--- config.mk ---
export PLATFORM = sky130hd
export DESIGN_NAME = dmem_dump_engine
export DESIGN_NICKNAME = d
export VERILOG_FILES = /design/src/rtl/dmem_dump_engine.sv
export SDC_FILE = /design/constraint.sdc
export NUM_CORES = 1
export LEC_CHECK = 0
export CORE_MARGIN = 4
export CORE_UTILIZATION = 48
export DETAILED_ROUTE_END_ITERATION = 10
export PLACE_DENSITY = 0.79
export RECOVER_POWER = 50
export SYNTH_ARGS = -nofsm -noshare
export SYNTH_HDL_FRONTEND = slang
export SYNTH_SLANG_ARGS = --single-unit
--- constraint.sdc ---
create_clock -name clk -period 2.3 [get_ports clk]
set_input_delay 0.69 -clock clk [delete_from_list [all_inputs] [get_ports clk]]
set_output_delay 0.69 -clock clk [all_outputs]
set_load 0.01 [all_outputs]
--- src/rtl/dmem_dump_engine.sv ---
// dmem_dump_engine: reads a window of data-memory words through a one-cycle-latency
// read port and streams them out LSB byte first on a valid/ready byte interface.
module dmem_dump_engine #(
  parameter int unsigned ADDR_W = 5,
  parameter int unsigned DATA_W = 32
) (
  input  logic              clk,
  input  logic              rst,
  input  logic              start,
  input  logic [ADDR_W-1:0] base_addr,
  input  logic [ADDR_W:0]   word_count,
  output logic              busy,
  output logic              done,
  output logic              mem_rd_en,
  output logic [ADDR_W-1:0] mem_addr,
  input  logic [DATA_W-1:0] mem_rdata,
  output logic              out_valid,
  input  logic              out_ready,
  output logic [7:0]        out_data,
  output logic              out_last
);

  typedef enum logic [2:0] {StIdle, StRead, StWait, StSend, StDone} state_e;

  localparam logic [ADDR_W:0] RemOne = (ADDR_W + 1)'(1);

  state_e              state_q, state_d;
  logic [ADDR_W-1:0]   ptr_q, ptr_d;
  logic [ADDR_W:0]     rem_q, rem_d;
  logic [1:0]          idx_q, idx_d;
  logic [DATA_W-1:0]   buf_q, buf_d;

  always_ff @(posedge clk) begin
    if (rst) begin
      state_q <= StIdle;
      ptr_q   <= '0;
      rem_q   <= '0;
      idx_q   <= '0;
      buf_q   <= '0;
    end else begin
      state_q <= state_d;
      ptr_q   <= ptr_d;
      rem_q   <= rem_d;
      idx_q   <= idx_d;
      buf_q   <= buf_d;
    end
  end

  always_comb begin
    state_d   = state_q;
    ptr_d     = ptr_q;
    rem_d     = rem_q;
    idx_d     = idx_q;
    buf_d     = buf_q;
    busy      = (state_q != StIdle);
    done      = 1'b0;
    mem_rd_en = 1'b0;
    mem_addr  = '0;
    out_valid = 1'b0;
    out_data  = '0;
    out_last  = 1'b0;

    unique case (state_q)
      StIdle: begin
        if (start) begin
          ptr_d   = base_addr;
          rem_d   = word_count;
          state_d = (word_count == '0) ? StDone : StRead;
        end
      end
      StRead: begin
        mem_rd_en = 1'b1;
        mem_addr  = ptr_q;
        state_d   = StWait;
      end
      StWait: begin
        buf_d   = mem_rdata;
        idx_d   = '0;
        state_d = StSend;
      end
      StSend: begin
        out_valid = 1'b1;
        out_data  = buf_q[{idx_q, 3'b000} +: 8];
        out_last  = (idx_q == 2'd3) && (rem_q == RemOne);
        if (out_ready) begin
          idx_d = idx_q + 2'd1;
          // Last byte of the word: retire it and move to the next address (wraps).
          if (idx_q == 2'd3) begin
            rem_d   = rem_q - 1'b1;
            ptr_d   = ptr_q + 1'b1;
            state_d = (rem_q == RemOne) ? StDone : StRead;
          end
        end
      end
      StDone: begin
        done    = 1'b1;
        state_d = StIdle;
      end
      default: state_d = StIdle;
    endcase
  end

endmodule

==> metrics.txt <==
RSZ-0062 raised after global routing true; diode count 0; Syn Inst Count 292; Worst Hold Launch buf_q[31]; total CTS buffers 5; Top cell by count, worst path buf_6; chip width slightly below 80 um; reg-to-reg critical path startpoint idx_q[0]; Design Area, Final 3300 um^2; Hold Path End buf_q[31]; Worst VDD drop about 0.38 mV; worst relative slew slack 58.6%; via count between 2,000 and 2,500; max incr delay on CP between 0.4 and 0.5 ns; Die ar. a little over 6000 um^2; CP endpoint kind primary output; cell-internal power ~1500 uW; FFs w/ async S/R, synth 0%; Register-to-Register Setup Slack 0.38 ns; DRT Pass-1 Iters 4; maximum fanout along the worst path 5; Synth Area in Adders 2.08%; critical path's slowest cell mux4_2; crit path launch type register; CP bufs+invs 3; Non-Filler Instances between 400 and 500; sequential power share 46.5%; dominant synthesized flop cell dfxtp_1; initial antenna violation count 0; status finished with violations; family with the most delay on the worst path multiplexers; WL final 5890 um; initial core utilization 50.3%; post-route setup slack -0.0284 ns; Distinct cells, synth 42; Util after Layout 69.0%; Compound-Gate Fraction of Synth Area a little under a fifth; total power roughly 2100 uW; sequential area share after synthesis 39.9%; IO Pins 65; cell count of the worst hold path 2; Worst Skew 0.0115 ns; simple logic cell fraction of the synthesized area 26.1%; Syn Area/Cell 8.25 um^2; CTS max path bufs 2; hpwl dp 4250 um; XOR/XNOR share of the synthesized area 0%; # port buffers 64; measured slew at the worst slew-check pin around 0.62 ns; cells on worst reg2reg path 9; fin crit share 101%; number of global-route vias before repair 2,184; Power Density roughly 640 nW/um^2; CTS tree yes; Max Cap Viol 0; pins over their slew limit 0; clock power share about 24%; Syn Std Cell Area 2410 um^2; Leak 0.00129 uW; worst path cell trace buf_6, buf_4, mux4_2, and2_4, buf_6; Yosys reg bits 48; Die Height 78.8 um; WP depth 5; clock latency on the worst-skew pair 0.30 ns; Placed Instance Area 3190 um^2; minimum clock period 2.33 ns; pin count of the biggest net entering global routing 33; GRT Util Overall 19.9%; # DRC 0; Clock Sinks 48; Detail Route Antenna Nets 0; Syn Nets 343; Fin Setup TNS -0.0306 ns; row count 25; failing checks negative setup slack; Max Freq 429 MHz; HP Class register to register; switching pwr 655 uW; EDFF count, synth 0; drt via density 5.27; data arrival time of the worst path between 1.5 and 2 ns; RR Endpoint ptr_q[1]; Area Growth Syn to Fin 37.2%; logic gate share of total power 29.1%; H-tree levels 2; first-pass GRT wire length 10,000 um; Sw Ratio between 30% and 40%; drt initial violations ~230; # placed instances 425; proportion of layout cells with a drive suffix above 1 18.5%; WS Path Type register to primary output; mux cell area share after synthesis 7.48%; core area 4790 um^2; main combinational cell family by area after synthesis simple AND/OR/NAND/NOR gates; critical path required time 1.61 ns; CTS Root Cell clkbuf_8; Final GP Congestion 0.803; clock transition at the registers of the reported paths 0.09 ns; Final Setup Violations 2; final layout net count 419; yosys synthesis warning count 0; Hold Vio Cnt, Final 0; per-cell routed wire length between 10 and 15 um; total congestion overflow 0
## power by group through the flow
stage          sequential, uW  combinational (uW)  clock, uW
6_report                  991                 620        520
3_5_place_dp             1000                 620          0
5_1_grt                  1000                 692        555
2_1_floorplan             983                 398          0
3_3_place_gp             1000                 607          0
4_1_cts                   989                 620        529
## area by class of cell
cell class	instances	area [um^2]
clock buffers	6	82.6
clock inverters	1	8.76
fillers	404	1480
inverters	7	26.3
multi-input cells	217	1320
flip-flops and latches	48	966
well taps	67	83.8
repair buffers	89	815
## flip-flops by register name, indices dropped and copies added (netlist names)
| name | cells |
|---|---|
| ptr_q | 5 |
| rem_q | 6 |
| buf_q | 32 |
| state_q | 3 |
| idx_q | 2 |
## cells by family after synthesis
logic type / Yosys count
AO/OA/AOI/OAI: 72
adder cells (fa/ha/maj): 4
buffers and inverters: 27
flip-flops: 48
multiplexers: 8
AND/OR/NAND/NOR: 133
## worst max-delay path by stage
stage | start | end | slack, ns
CTS | idx_q[0] | out_data[7] | -0.02
finish | idx_q[0] | out_data[7] | -0.03
floorplan | idx_q[0] | out_data[0] | 0.30
global placement | start | ptr_q[0] | -0.02
detailed placement | start | ptr_q[1] | -0.08
global route | idx_q[0] | out_data[7] | -0.08
## synth_stat cells, drive strengths merged, types with 4 or more instances
cell / number / area share (%)
a21oi: 43 / 9.6
mux4: 8 / 7.5
and2: 20 / 5.2
nor2: 13 / 2.1
nand3: 4 / 0.83
clkbuf: 10 / 2.0
a211oi: 5 / 1.6
nand2: 72 / 11
nor3: 6 / 1.2
buf: 10 / 3.1
ha: 4 / 2.1
inv: 7 / 1.1
dfxtp: 48 / 40
o21ai: 13 / 2.7
## placed cells by master, fill, tap and decap left out, types with 2 or more instances in the layout
cell             Yosys  final
inv_1                7      7
nor2_2               1      3
dfxtp_2              0      4
a211oi_1             5      5
buf_4                2     18
mux4_2               8      8
o21ai_0             13     13
nand3b_1             2      2
clkbuf_8             1      6
a311oi_2             2      2
nor2_1              12     10
nor3_1               6      4
nand3_1              4      4
clkdlybuf4s50_1      0     45
nand2_1             72     72
buf_6                3      7
nand4_1              2      2
buf_2                5      6
nor3_2               0      2
dlygate4sd2_1        0      9
nand2b_1             3      3
a21oi_1             41     41
ha_1                 4      4
and2_4               0      3
nor3b_1              3      3
and2_1              20     17
dfxtp_1             48     44
## layer usage
layer | global-route usage (%) | share of wire, %
met1 | 25.5 | 44
met3 | 4.42 | 4.3
met2 | 32.7 | 50
met5 | 0 | 0
met4 | 7.56 | 1.8
## worst reg2reg max path: stages, from the launching register on
cell and delay, ns:
dfxtp_2 0.35, buf_6 0.12, buf_4 0.12, ha_1 0.17
buf_4 0.12, nand4_1 0.20, a21oi_4 0.29, buf_12 0.16
nor2_1 0.05, a311oi_2 0.25
## per-stage QoR
step	hold slack (ns)	setup WS, ns
detailed placement	0.447	-0.0764
finish	0.457	-0.0284
global placement	0.439	-0.0205
CTS	0.459	-0.0222
global route	0.473	-0.0809
floorplan	0.433	0.302
## timing repair
action / in CTS / in global routing
endpoints found under the hold margin: 0 / 0
setup buffers: 3 / 0
cloned: 0 / 0
gates resized for setup: 54 / 6
hold buffers: 0 / 0
pin swaps: 3 / 0
endpoints found under the setup margin: 17 / 8
Power figures use the tool's default switching activity.
